<file path="src/rtl/osc_bank.sv">
// osc_bank: a bank of independent programmable oscillators.
// Each channel keeps a pending configuration (period, high time,
// burst count, mode). On Start it copies that configuration into its
// active set and produces a registered square wave. A pending write
// made while the channel runs is applied only at a period boundary.
// Burst channels stop after B periods and pulse Done for one cycle.
// Continuous channels run until Stop or Rst.

module osc_bank #(
    parameter int CH = 4,
    parameter int CW = 16,
    parameter int BW = 8
) (
    input  logic                                 Clk,
    input  logic                                 Rst,
    input  logic [CH-1:0]                        Start,
    input  logic [CH-1:0]                        Stop,
    input  logic                                 Cfg_we,
    input  logic [((CH > 1) ? $clog2(CH) : 1)-1:0] Cfg_ch,
    input  logic [CW-1:0]                        Cfg_period,
    input  logic [CW-1:0]                        Cfg_high,
    input  logic [BW-1:0]                        Cfg_burst,
    input  logic                                 Cfg_mode,
    output logic [CH-1:0]                        Tout,
    output logic [CH-1:0]                        Busy,
    output logic [CH-1:0]                        Done
);

    localparam int CHW = (CH > 1) ? $clog2(CH) : 1;

    // Default configuration: a 2-cycle period with 1 high cycle gives a
    // toggling output. One burst period. Continuous mode.
    localparam logic [CW-1:0] DEF_P = CW'(2);
    localparam logic [CW-1:0] DEF_H = CW'(1);
    localparam logic [BW-1:0] DEF_B = BW'(1);
    localparam logic          DEF_M = 1'b0;

    typedef enum logic {
        IDLE = 1'b0,
        RUN  = 1'b1
    } state_t;

    for (genvar g = 0; g < CH; g++) begin : g_ch

        state_t        state_q, state_d;

        // Pending configuration, written by the config port.
        logic [CW-1:0] pend_p, pend_h;
        logic [BW-1:0] pend_b;
        logic          pend_m;

        // Active configuration, used by the running waveform.
        logic [CW-1:0] act_p, act_h;
        logic [BW-1:0] act_b;
        logic          act_m;

        // Pending configuration with a write in this cycle merged in.
        logic [CW-1:0] nxt_p, nxt_h;
        logic [BW-1:0] nxt_b;
        logic          nxt_m;

        logic [CW-1:0] cnt_q, cnt_d;
        logic [BW-1:0] pc_q, pc_d;
        logic          tout_q, tout_d;
        logic          done_q, done_d;

        logic          sel;
        logic          go;
        logic          load;
        logic          wrap;
        logic          burst_end;
        logic [CW-1:0] p_last;
        logic [BW-1:0] b_last;
        logic [CW-1:0] h_sel;

        // An index of CH or higher matches no channel, so that write is dropped.
        assign sel = Cfg_we && (Cfg_ch == CHW'(g));

        assign nxt_p = sel ? Cfg_period : pend_p;
        assign nxt_h = sel ? Cfg_high   : pend_h;
        assign nxt_b = sel ? Cfg_burst  : pend_b;
        assign nxt_m = sel ? Cfg_mode   : pend_m;

        // Start is accepted only from IDLE, and Stop overrides it.
        assign go = Start[g] && !Stop[g];

        // The effective period is at least 2. The last count value is P_eff-1.
        assign p_last = (act_p < DEF_P) ? CW'(1) : act_p - CW'(1);

        // The effective burst length is at least 1. A burst ends on the wrap
        // that closes period B_eff.
        assign b_last    = (act_b == '0) ? '0 : act_b - BW'(1);
        assign wrap      = (cnt_q == p_last);
        assign burst_end = act_m && (pc_q >= b_last);

        // Pending config register: written by the config port only.
        always_ff @(posedge Clk) begin
            // NOTE: sequential state is assigned with <= so that every
            // register in this edge sees the pre-edge values.
            if (Rst) begin
                // NOTE: the configuration registers are reset because the
                // default waveform after reset is observable behaviour.
                pend_p <= DEF_P;
                pend_h <= DEF_H;
                pend_b <= DEF_B;
                pend_m <= DEF_M;
            end else if (sel) begin
                pend_p <= Cfg_period;
                pend_h <= Cfg_high;
                pend_b <= Cfg_burst;
                pend_m <= Cfg_mode;
            end
        end

        // State register for the per-channel IDLE/RUN machine.
        always_ff @(posedge Clk) begin
            if (Rst) begin
                state_q <= IDLE;
            end else begin
                state_q <= state_d;
            end
        end

        // Next-state logic: start from IDLE, leave RUN on Stop or burst end.
        always_comb begin
            // NOTE: every combinational output gets a default first so that
            // no path through the block leaves it unassigned, which would
            // infer a latch.
            state_d = state_q;
            unique case (state_q)
                IDLE: if (go) state_d = RUN;
                RUN:  if (Stop[g] || (wrap && burst_end)) state_d = IDLE;
                default: state_d = IDLE;
            endcase
        end

        // Datapath and output logic: counters, config load, Tout and Done.
        always_comb begin
            cnt_d  = cnt_q;
            pc_d   = pc_q;
            load   = 1'b0;
            done_d = 1'b0;
            unique case (state_q)
                IDLE: begin
                    cnt_d = '0;
                    pc_d  = '0;
                    if (go) begin
                        load = 1'b1;
                    end
                end
                RUN: begin
                    if (Stop[g]) begin
                        cnt_d = '0;
                        pc_d  = '0;
                    end else if (wrap) begin
                        cnt_d = '0;
                        if (burst_end) begin
                            pc_d   = '0;
                            done_d = 1'b1;
                        end else begin
                            // The period boundary is the only point where a
                            // running channel takes new configuration.
                            load = 1'b1;
                            pc_d = (pc_q == '1) ? pc_q : pc_q + BW'(1);
                        end
                    end else begin
                        cnt_d = cnt_q + CW'(1);
                    end
                end
                default: begin
                    cnt_d = '0;
                    pc_d  = '0;
                end
            endcase
            // Tout is registered, so it is computed from the counter value the
            // channel holds after this edge, using the config in force then.
            h_sel  = load ? nxt_h : act_h;
            tout_d = (state_d == RUN) && (cnt_d < h_sel);
        end

        // Datapath register: counters, active config and registered outputs.
        always_ff @(posedge Clk) begin
            if (Rst) begin
                cnt_q  <= '0;
                pc_q   <= '0;
                tout_q <= 1'b0;
                done_q <= 1'b0;
                act_p  <= DEF_P;
                act_h  <= DEF_H;
                act_b  <= DEF_B;
                act_m  <= DEF_M;
            end else begin
                cnt_q  <= cnt_d;
                pc_q   <= pc_d;
                tout_q <= tout_d;
                done_q <= done_d;
                if (load) begin
                    act_p <= nxt_p;
                    act_h <= nxt_h;
                    act_b <= nxt_b;
                    act_m <= nxt_m;
                end
            end
        end

        assign Tout[g] = tout_q;
        assign Busy[g] = (state_q == RUN);
        assign Done[g] = done_q;

    end : g_ch

endmodule

</file>
<file path="config.mk">
export PLATFORM = sky130hd
export DESIGN_NAME = osc_bank
export DESIGN_NICKNAME = d
export VERILOG_FILES = /design/src/rtl/osc_bank.sv
export SDC_FILE = /design/constraint.sdc
export NUM_CORES = 1
export LEC_CHECK = 0
export CORE_ASPECT_RATIO = 1.2
export CORE_UTILIZATION = 55
export CTS_BUF_LIST = sky130_fd_sc_hd__clkbuf_2
export DETAILED_ROUTE_END_ITERATION = 8
export PLACE_DENSITY = 0.75
export SLEW_MARGIN = 20
export SYNTH_ARGS = -nofsm -noshare
export SYNTH_HDL_FRONTEND = slang
export SYNTH_SLANG_ARGS = --single-unit
</file>
<file path="constraint.sdc">
create_clock -name Clk -period 5.6 [get_ports Clk]
set_input_delay 1.68 -clock Clk [delete_from_list [all_inputs] [get_ports Clk]]
set_output_delay 1.68 -clock Clk [all_outputs]
set_load 0.02 [all_outputs]
</file>
==> metrics.txt <==
slowest cell on the critical path or4_1; Global Route met3 Usage 0.0456; count of cell types in the netlist 75; max_cap viols 0; dominant synthesized flop cell dfxtp_1; total gr overflow 0; Num CTS Buffers 105; Slew @ Worst Pin 0.930 ns; Via density 5.87; via count 19,700; Pleak 9.97 nW; Critical Path End Type register; Post-DP HPWL 43.0 mm; I/O Buffers 65; grt met2 use 0.498; Final ANT Viol Nets 0; wire per inst 18.0 um; Tot Pwr 6.24 mW; Post-synth EDFFs 0; XOR/XNOR Fraction of Synth Area 0.0555; stages on the worst setup path 21; Worst-Skew Late Latency 1.09 ns; CTS sink count 436; Setup violations, final 0; YS warnings 0; Remaining DRCs 0; post-synthesis mux area share 0.0852; DP Area 0.0236 mm^2; register bit total from synthesis 436; H-tree Lvls 3; Initial DRC Count 1,429; register area share after synthesis 0.387; Synth top area share 0.387; R2R setup slack 0.34 ns; Synth Instances 2,700; cells along the critical path or4_1, o31ai_1, a21oi_1, o32ai_1, or3b_1, or4_1, o31ai_4, buf_12, nand2_1, o21ai_0, ha_1, a21o_1, a21oi_1, nor2b_1, o21ai_0, nand2b_1, a21oi_1, nor2b_1, o21ai_0, nor4bb_2, and3_1; Clock transition at path regs 0.11 ns; global-route met1 utilization 0.344; largest net degree at the start of global routing 179; Final Skew 0.0705 ns; PD cells 253 mW/mm^2; most common cell after layout, fill and taps aside dfxtp_1; clock period minus worst slack 5.26 ns; Die Height 224 um; GR Util All Layers 0.288; floorplan row count 80; Top-Level Pins 66; vias in the first global route 19,100; non-filler cells, final 3,359; CTS tree done; Design Area, Final 0.0246 mm^2; worst rel slew slack 0.375; final hold viol count 0; worst path bufs/invs 1; share of layout cells above drive strength 1 0.0981; area leader, netlist dfxtp_1; synthesized area per cell 8.36 um^2; f_max 0.190 GHz; Setup CP Type register to register; Core ar. 0.0401 mm^2; reg2reg path depth 21; hold depth 2; initial core utilization 0.563; setup TNS 0 ns; Worst Hold Class register to register; placed insts 3,173; top post-synthesis cells by area dfxtp_1 39%, nor2_1 7.2%, mux2i_1 6.9%; maximum vdd drop 0.000194 V; Post-layout nets 2,910; outcome finished, final reports clean; fin crit share 0.939; largest family of logic cells by synthesized area simple AND/OR/NAND/NOR gates; Max FO, Critical Path 31; Area growth syn-to-layout 9.08%; simple-gate share of the synthesized area 0.238; area fraction in compound gates after synthesis 0.135; die width 187 um; syn_nets 2,862; die area 0.0419 mm^2; utilization after layout 0.614; clock root buffer clkbuf_2; top cell family by delay on the critical path simple AND/OR/NAND/NOR gates; max-slew violation count 0; first-pass GRT wire length 96.6 mm; synthesized area 0.0226 mm^2; DP Worst Slack 0.225 ns; Clock Tree Buf Depth 3; First-pass DRT Iterations 6; adder-cell share of the synthesized area 0.0598; Slowest Stage Delay on Critical Path 0.64 ns; routability cong. 0.911; Final WS setup 0.343 ns; Async SR Flop Fraction 0; worst hold slack 0.460 ns; CTS hold repair buffers 0; Detailed Route WL 60.4 mm; crit path DAT 6.28 ns; initial antenna violation count 3; required time of the critical path 6.62 ns; Worst setup SP type register; most frequent cells in the layout 436 x dfxtp_1, 433 x nor2_1, 258 x nand2_1; GRT busiest layer met2
[timing repair]
action | in CTS | in global routing
setup endpoints to repair | 0 | 3
buffers inserted | 0 | 1
gates resized for setup | 0 | 13
[cells by family after synthesis]
kind of cell             after synthesis
XOR/XNOR                             140
AND/OR/NAND/NOR                     1141
buffers and inverters                225
flip-flops                           436
multiplexers                         188
AO/OA/AOI/OAI                        462
adder cells (fa/ha/maj)              108
[cells in the mapped netlist, types with 7 or more instances]
cell and number:
nor3b_1 11, nand2b_1 35, buf_1 12, mux2i_1 155, and3_1 28, a211oi_1 88, o21a_1 11, a22oi_1 9
buf_2 23, ha_1 108, nor2b_1 24, dfxtp_1 436, o21ai_1 14, nor2_1 434, a21oi_1 90, o31ai_1 10
a21o_1 28, or3_1 23, o21ai_0 111, xor2_1 61, mux2_2 32, a41oi_1 7, or4_1 21, a31oi_1 11
a211o_1 8, nand4_1 41, inv_1 52, and2_1 50, clkbuf_1 125, or2_2 13, nand4b_1 7, nand2_1 258
buf_4 13, nor4_1 23, nand3_1 60, nor3_1 80, xnor2_1 77, nand3b_1 12
[final timing paths]
check	startpoint	endpoint
worst max-delay path	g_ch[2].act_p[4]	g_ch[2].tout_q
worst min register to register	g_ch[1].act_h[6]	g_ch[1].act_h[6]
worst max register to register	g_ch[2].act_p[4]	g_ch[2].tout_q
worst min-delay path	g_ch[1].act_h[6]	g_ch[1].act_h[6]
[registers in the layout (all words and copies together) (netlist names)]
signal	count
g_ch.done_q	4
g_ch.cnt_q	64
g_ch.act_m	4
g_ch.pend_b	32
g_ch.state_q	4
g_ch.act_p	64
g_ch.pend_p	64
g_ch.pend_h	64
g_ch.pend_m	4
g_ch.pc_q	32
g_ch.tout_q	4
g_ch.act_h	64
g_ch.act_b	32
[report_power, final]
part | switching (mW) | internal [mW] | total [mW]
registers | 0.0830 | 3.20 | 3.28
clock network | 1.29 | 0.803 | 2.10
logic | 0.522 | 0.345 | 0.867
total | 1.90 | 4.35 | 6.24
[metal layers]
metal	vias up	wire length, um
met3	153	3550
met2	603	29400
met4	0	2320
met1	9362	25200
met5	-	0
li1	9608	-
[worst reg2reg max path, delay by kind of cell (launching register included)]
kind                     cells  cell delay [ns]
flip-flops                   1             0.41
AND/OR/NAND/NOR              9             2.31
adder cells (fa/ha/maj)      1             0.30
buffers and inverters        1             0.21
AO/OA/AOI/OAI               10             1.98
[final cells by class]
| class | count | area [um^2] |
|---|---|---|
| fillers | 3563 | 15500 |
| multi-input cells | 2039 | 13000 |
| flip-flops and latches | 436 | 8730 |
| repair buffers | 114 | 1090 |
| clock buffers | 148 | 741 |
| well taps | 533 | 667 |
| clock inverters | 35 | 195 |
| inverters | 52 | 195 |
| diodes | 2 | 5.00 |
Note: power is estimated with default switching activity, not from simulation.
